<file path="src/rtl/serdes_pkg.sv">
// Shared types and constants for the serializer/deserializer blocks.
package serdes_pkg;

    localparam int unsigned SERDES_DEFAULT_WIDTH = 4;

    typedef enum logic [1:0] {
        IDLE  = 2'd0,
        SHIFT = 2'd1,
        GAP   = 2'd2
    } serdes_state_t;

    // Bits needed to hold 0..max_value, never less than one.
    function automatic int unsigned cnt_width(input int unsigned max_value);
        if (max_value < 2) begin
            return 1;
        end
        return $clog2(max_value + 1);
    endfunction

endpackage

</file>
<file path="src/rtl/serdes_down_counter.sv">
// Loadable down counter that holds at zero and flags when it is there.
module serdes_down_counter #(
    parameter int unsigned CNT_W = 2
) (
    input  logic             clk,
    input  logic             reset,
    input  logic             load,
    input  logic [CNT_W-1:0] load_value,
    input  logic             enable,
    output logic [CNT_W-1:0] count,
    output logic             zero
);

    // Load takes priority over decrement; the count parks at zero.
    always_ff @(posedge clk) begin
        if (reset) begin
            count <= '0;
        end else if (load) begin
            count <= load_value;
        end else if (enable && (count != '0)) begin
            count <= count - CNT_W'(1);
        end
    end

    assign zero = (count == '0);

endmodule

</file>
<file path="src/rtl/piso_serializer.sv">
// Parallel-in/serial-out stage: one word per handshake, shifted out MSB first.
module piso_serializer
    import serdes_pkg::*;
#(
    parameter int unsigned WIDTH      = SERDES_DEFAULT_WIDTH,
    parameter int unsigned GAP_CYCLES = 0
) (
    input  logic             clk,
    input  logic             reset,
    input  logic [WIDTH-1:0] load_data,
    input  logic             load_valid,
    output logic             load_ready,
    output logic             serial_out,
    output logic             serial_valid,
    output logic             frame_start,
    output logic             done,
    output logic             busy
);

    localparam int unsigned BIT_W    = cnt_width(WIDTH - 1);
    localparam int unsigned GAP_W    = cnt_width(GAP_CYCLES);
    localparam int unsigned GAP_INIT = (GAP_CYCLES > 0) ? (GAP_CYCLES - 1) : 0;

    serdes_state_t    state;
    logic [WIDTH-1:0] shreg;
    logic [BIT_W-1:0] bit_cnt;
    logic [GAP_W-1:0] gap_cnt_unused;
    logic             bit_zero;
    logic             gap_zero;
    logic             accept;
    logic             bit_load;
    logic             bit_en;
    logic             gap_load;
    logic             gap_en;

    // Handshake decode and counter controls.
    always_comb begin
        load_ready = 1'b0;
        accept     = 1'b0;
        bit_load   = 1'b0;
        bit_en     = 1'b0;
        gap_load   = 1'b0;
        gap_en     = 1'b0;
        case (state)
            IDLE:    load_ready = 1'b1;
            SHIFT:   load_ready = (GAP_CYCLES == 0) && bit_zero;
            default: load_ready = 1'b0;
        endcase
        accept   = load_valid && load_ready;
        bit_load = accept;
        bit_en   = (state == SHIFT) && !accept;
        gap_load = (state == SHIFT) && bit_zero && !accept && (GAP_CYCLES != 0);
        gap_en   = (state == GAP);
    end

    serdes_down_counter #(.CNT_W(BIT_W)) u_bit_cnt (
        .clk        (clk),
        .reset      (reset),
        .load       (bit_load),
        .load_value (BIT_W'(WIDTH - 1)),
        .enable     (bit_en),
        .count      (bit_cnt),
        .zero       (bit_zero)
    );

    // Only the zero flag of the gap counter steers the FSM.
    serdes_down_counter #(.CNT_W(GAP_W)) u_gap_cnt (
        .clk        (clk),
        .reset      (reset),
        .load       (gap_load),
        .load_value (GAP_W'(GAP_INIT)),
        .enable     (gap_en),
        .count      (gap_cnt_unused),
        .zero       (gap_zero)
    );

    // FSM, shift register and registered outputs; outputs show the bit of the coming cycle.
    always_ff @(posedge clk) begin
        if (reset) begin
            state        <= IDLE;
            shreg        <= '0;
            serial_out   <= 1'b0;
            serial_valid <= 1'b0;
            frame_start  <= 1'b0;
            done         <= 1'b0;
            busy         <= 1'b0;
        end else begin
            frame_start <= 1'b0;
            done        <= 1'b0;
            if (accept) begin
                state        <= SHIFT;
                shreg        <= load_data;
                serial_out   <= load_data[WIDTH-1];
                serial_valid <= 1'b1;
                frame_start  <= 1'b1;
                busy         <= 1'b1;
            end else begin
                case (state)
                    SHIFT: begin
                        shreg <= {shreg[WIDTH-2:0], 1'b0};
                        if (bit_zero) begin
                            serial_out   <= 1'b0;
                            serial_valid <= 1'b0;
                            state        <= (GAP_CYCLES != 0) ? GAP : IDLE;
                            busy         <= (GAP_CYCLES != 0);
                        end else begin
                            serial_out <= shreg[WIDTH-2];
                            done       <= (bit_cnt == BIT_W'(1));
                        end
                    end
                    GAP: begin
                        if (gap_zero) begin
                            state <= IDLE;
                            busy  <= 1'b0;
                        end
                    end
                    default: begin
                        serial_out   <= 1'b0;
                        serial_valid <= 1'b0;
                    end
                endcase
            end
        end
    end

endmodule

</file>
<file path="config.mk">
export PLATFORM = sky130hd
export DESIGN_NAME = piso_serializer
export DESIGN_NICKNAME = d
export VERILOG_FILES = /design/src/rtl/serdes_pkg.sv /design/src/rtl/serdes_down_counter.sv /design/src/rtl/piso_serializer.sv
export SDC_FILE = /design/constraint.sdc
export NUM_CORES = 1
export LEC_CHECK = 0
export ABC_AREA = 1
export CORE_AREA = 2 2 39 41
export DETAILED_ROUTE_END_ITERATION = 16
export DIE_AREA = 0 0 41 43
export GPL_TIMING_DRIVEN = 0
export MAX_ROUTING_LAYER = met4
export PLACE_DENSITY_LB_ADDON = 0.15
export SLEW_MARGIN = 0
export SYNTH_ARGS = -nofsm -noshare
export SYNTH_HDL_FRONTEND = slang
export SYNTH_SLANG_ARGS = --single-unit
export TNS_END_PERCENT = 50
</file>
<file path="constraint.sdc">
create_clock -name clk -period 1.9 [get_ports clk]
set_clock_uncertainty 0.15 [all_clocks]
set_input_delay 0.38 -clock clk [delete_from_list [all_inputs] [get_ports clk]]
set_output_delay 0.38 -clock clk [all_outputs]
set_load 0.05 [all_outputs]
</file>
# Yosys cells after proc, flatten, opt, wreduce, memory -nomap -nowiden
# Cells that the tools add are included.
[classes] add_sub_neg=2 multipliers=0 n_div=0 n_lt_le_gt_ge=0 n_eq_ne=8 n_shift=0 muxes=19 bitwise_logic=1 reduce_logical=17
[op_table] cell="two-way mux 1 bit" count=8
[op_table] cell="two-way mux 2 bit" count=4
[op_table] cell="one-hot mux 1 bit (2 select lines)" count=4
[op_table] cell="nonzero test 2 bit" count=4
[op_table] cell="two-way mux 3 bit" count=2
[op_table] cell="!= test 2 bit (second input constant)" count=3
[op_table] cell="!= test 3 bit (second input constant)" count=2
[op_table] cell="AND reduction 3 bit" count=2
[op_table] cell="== test 2 x 1 -> 1 bit (second input constant)" count=2
[op_table] cell="logical AND 1 bit" count=4
[op_table] cell="logical NOT 2 bit" count=2
[op_table] cell="one-hot mux 2 bit (2 select lines)" count=1
[op_table] cell="OR reduction 4 bit" count=1
[op_table] cell="nonzero test 3 bit" count=1
[op_table] cell="== test 2 bit (second input constant)" count=1
[op_table] cell="AND reduction 2 bit" count=1
[op_table] cell="OR reduction 2 bit" count=1
[op_table] cell="subtractor 2 x 1 -> 2 bit (second input constant)" count=1
[op_table] cell="logical NOT 1 bit" count=1
[op_table] cell="inverter 1 bit" count=1
[op_table] cell="subtractor 1 bit (second input constant)" count=1
[totals] ff_bits=13 latch_bits=0 mem_bits_rw=0 rom_bits=0 out_inout_bits=6 mem_count=0

# Logic depth before layout (Yosys ltp)
[logic_depth] word_depth=8 depth_mapped=9

# Cells and area by module
# From an unflattened synthesis, not the netlist that was laid out.
[unflattened] hier_cells=66 hier_area_um2=466.7
[by_module_without_submodules] module="piso_serializer" n_inst=1 cells_each=41 area_each_um2=326.6 seq_area_each_um2=160.2
[by_module_without_submodules] module="serdes_down_counter" n_inst=1 cells_each=25 area_each_um2=140.1 seq_area_each_um2=40.0

# Least setup slack after synthesis
# Ideal clock, no wire load.
[synth_timing] kind="reg-to-reg" start="register busy (netlist name)" end="register shreg[0]" setup_ns=0.116 arrival_time_ns=1.341 required_ns=1.634 slack_ns=0.293 stages_incl_launch_ff=6 n_path_buf=0 cell_sequence="dfxtp_1 > nand2_2 > nand2_2 > inv_1 > nand2_1 > a21oi_1"
[synth_lines] element="to (signal assigned)" line_no="piso_serializer.sv:92" rtl="shreg <= load_data;"
[synth_lines] element="to (signal assigned)" line_no="piso_serializer.sv:100" rtl="shreg <= {shreg[WIDTH-2:0], 1'b0};"
[synth_lines] element="to (decl)" line_no="piso_serializer.sv:25" rtl="logic [WIDTH-1:0] shreg;"

# Worst setup path after layout
[layout_timing] start="register u_bit_cnt.count[0]" end="output load_ready"
[layout_via] elab_chain_cells=2
[layout_lines] element="from (decl)" line_no="serdes_down_counter.sv:10" rtl="output logic [CNT_W-1:0] count,"
[layout_lines] element="from (signal assigned)" line_no="serdes_down_counter.sv:19" rtl="count <= load_value;"
[layout_lines] element="from (signal assigned)" line_no="serdes_down_counter.sv:21" rtl="count <= count - CNT_W'(1);"
[layout_lines] element="logical NOT 2 bit" line_no="serdes_down_counter.sv:25" rtl="assign zero = (count == '0);"
[layout_lines] element="one-hot mux 1 bit (2 select lines)" line_no="piso_serializer.sv:44" rtl="case (state)"
[layout_lines] element="to (decl)" line_no="piso_serializer.sv:12" rtl="output logic load_ready,"
# Every way passes these cells.

==> metrics.yaml <==
status: "finished clean"
leakage_nw: 0.309
reg2reg_slack_ps: 550
whs_ps: 316
slew-limit-headroom_pct: 66.9
switchingPower_mw: 0.150
tightestPinTransition_ps: 496
yosysTopAreaCell: "dfxtp_1"
power_mw: 0.528
hold_class: "reg2reg"
internal_power_mw: 0.377
place_congestion: 0.740
viasPerCell: 4.16
grt_util_all_layers_pct: 12.1
fillers: 165
pwr-share-seq_pct: 43.7
rows: 14
maxCapViolCount: 0
core-area_um2: 1380
area_growth_pct: 41.0
syn_avg_cell_area_um2: 7.60
cpPeakStageDelay_ps: 330
setup_ws_ps: 91.5
initial_core_util_pct: 30.2
postCtsSetupBuffers: 0
grt_pass1_wl_um: 1320
ys_types: 13
syn_inst: 55
wl_per_cell_um: 9.39
drive_above_1_share_pct: 15.5
nets: 81
finalSetupViolCount: 0
muxShareOfSynthArea_pct: 0
vias: 362
dieWidth_um: 41
power-per-cell-area_nw_per_um2: 895
yosys.area_share.simple_pct: 28.4
min_period_ps: 1810
crit_path_max_fanout: 7
antenna_found_initial: 0
clk_path_buf_depth: 2
syn_area_um2: 418
cp_slowest_cell: "dfxtp_1"
num_io_pins: 13
first_iter_violations: 9
clkPwrFrac_pct: 36.8
clkLatencyLatePin_ps: 270
dp_slack_ps: -206
final-hold-violation-count: 0
combPwrFrac_pct: 19.4
h-tree-depth: 1
place.port_buffers: 12
irDropWorstVdd_mv: 0.406
ys_warn_count: 0
cts.root.buffer_cell: "clkbuf_4"
end_kind: "primary output"
cts.sinks: 10
seqCellArea_um2: 200
cts_inserted_buffers: 3
slew_viol_final: 0
synthXorXnorAreaFrac_pct: 0
cts_tree: "done"
seq_area_frac_synth_pct: 47.9
path_cells: "inv_1 > ha_1 > inv_1 > nand2_2 > buf_4"
diodes: 0
ys_top_cells_by_area: "dfxtp_1 48%, nand2_1 12%, inv_1 9.0%, ha_1 6.0%, a21oi_1 4.8%"
synth_top_cell_area_share_pct: 47.9
critPathKind: "reg2out"
synth.net_count: 64
grt_max_degree: 8
cp.arrival_ps: 1280
wl_um: 817
period_share_pct: 95.2
synth_top_family_by_area: "simple AND/OR/NAND/NOR gates"
grt_overflow: 0
fmax_mhz: 553
critPathLaunchType: "flop"
final_util_pct: 42.6
grt_pass1_vias: 327
synth_fa_ha_area_share_pct: 5.99
place_inst: 83
synth-compound-area-share_pct: 7.78
drc: 0
required_ps: 1370
first_pass_iters: 3
finalNonFillerCells: 87
multi_input_area_um2: 176
swShare_pct: 28.5
clk_pin_slew_ps: 70
dieArea_um2: 1760
rsz0062_at_grt: "false"
ant_nets: 0
die_h_um: 43
path_common_cell: "inv_1"
dp_hpwl_um: 600
synth-seq-cells: 10
## cells in the mapped netlist
cell     count
a21oi_1      4
dfxtp_1     10
ha_1         2
inv_1       10
inv_2        1
nand2_1     13
nand2_2      2
nand3_1      4
nor2_1       3
nor2_2       3
nor3b_1      1
o21a_1       1
o21ai_0      1
## registers in the layout, summed over array words and instances, names as in the netlist
signal           count
busy                 1
done                 1
frame_start          1
serial_out           1
serial_valid         1
shreg                3
u_bit_cnt.count      2
## critical path: cells and delay by family, from the launching register on
kind,cells,cell delay (ps)
buffers and inverters,3,360
flip-flops,1,330
adder cells (fa/ha/maj),1,210
AND/OR/NAND/NOR,1,110
## final cells by class
class	instances	area share, %
flip-flops and latches	10	34.0
inverters	11	7.01
clock buffers	4	6.16
repair buffers	12	19.5
well taps	16	3.40
multi-input cells	34	29.9
## kinds of logic (layout without fill, tap and decap cells)
logic type | Yosys count | count (layout)
adders and majority gates | 2 | 2
buffers and inverters | 11 | 27
AOI/OAI and AO/OA | 6 | 6
and+or+nand+nor | 26 | 26
DFF | 10 | 10
## placed cells by master (no fill, tap or decap), drive strengths merged
cell and count:
o21ai 1, o21a 1, nand2 15, nand3 4, ha 2, dfxtp 10
dlymetal6s2s 1, dlygate4sd2 4, a21oi 4, nor2 6, buf 1, clkbuf 4
clkdlybuf4s50 6, nor3b 1, inv 11
## metrics by stage
step / TNS, ps / cell area [um2]
5_1_grt: 0 / 589
3_5_place_dp: -206 / 558
6_report: 0 / 589
4_1_cts: 0 / 584
3_3_place_gp: -209 / 558
2_1_floorplan: 0 / 418
## path summary, 6_finish.rpt
| kind | depth (start not counted) | end | start |
|---|---|---|---|
| hold / removal | 1 | serial_valid$_SDFFE_PP0P_ | serial_valid$_SDFFE_PP0P_ |
| setup / recovery | 5 | load_ready | u_bit_cnt.count[0]$_SDFFE_PP0P_ |
| setup reg to reg | 8 | shreg[0]$_SDFFE_PP0P_ | u_bit_cnt.count[0]$_SDFFE_PP0P_ |
| hold reg to reg | 1 | serial_valid$_SDFFE_PP0P_ | serial_valid$_SDFFE_PP0P_ |
## what timing repair did
| item | in CTS | in global routing |
|---|---|---|
| resized for setup | 9 | 3 |
| hold buffers | 0 | 0 |
| endpoints found under the setup margin | 5 | 2 |
## layer usage
| layer | up-vias | wire, um | track usage (%) |
|---|---|---|---|
| met5 | - | 0 | - |
| met3 | 2 | 35 | 4.71 |
| met2 | 8 | 324 | 12.8 |
| met1 | 153 | 443 | 17.0 |
| met4 | 0 | 14 | 10.0 |
| li1 | 199 | - | - |
## power groups by stage
stage / Clock (mW) / Sequential, mW / Combinational [mW]
after detailed placement: 0 / 0.236 / 0.108
after global routing: 0.208 / 0.233 / 0.113
after CTS: 0.197 / 0.231 / 0.103
final: 0.194 / 0.231 / 0.102
after global placement: 0 / 0.236 / 0.107
after floorplan: 0 / 0.257 / 0.0473
(Power assumes the default switching activity.)
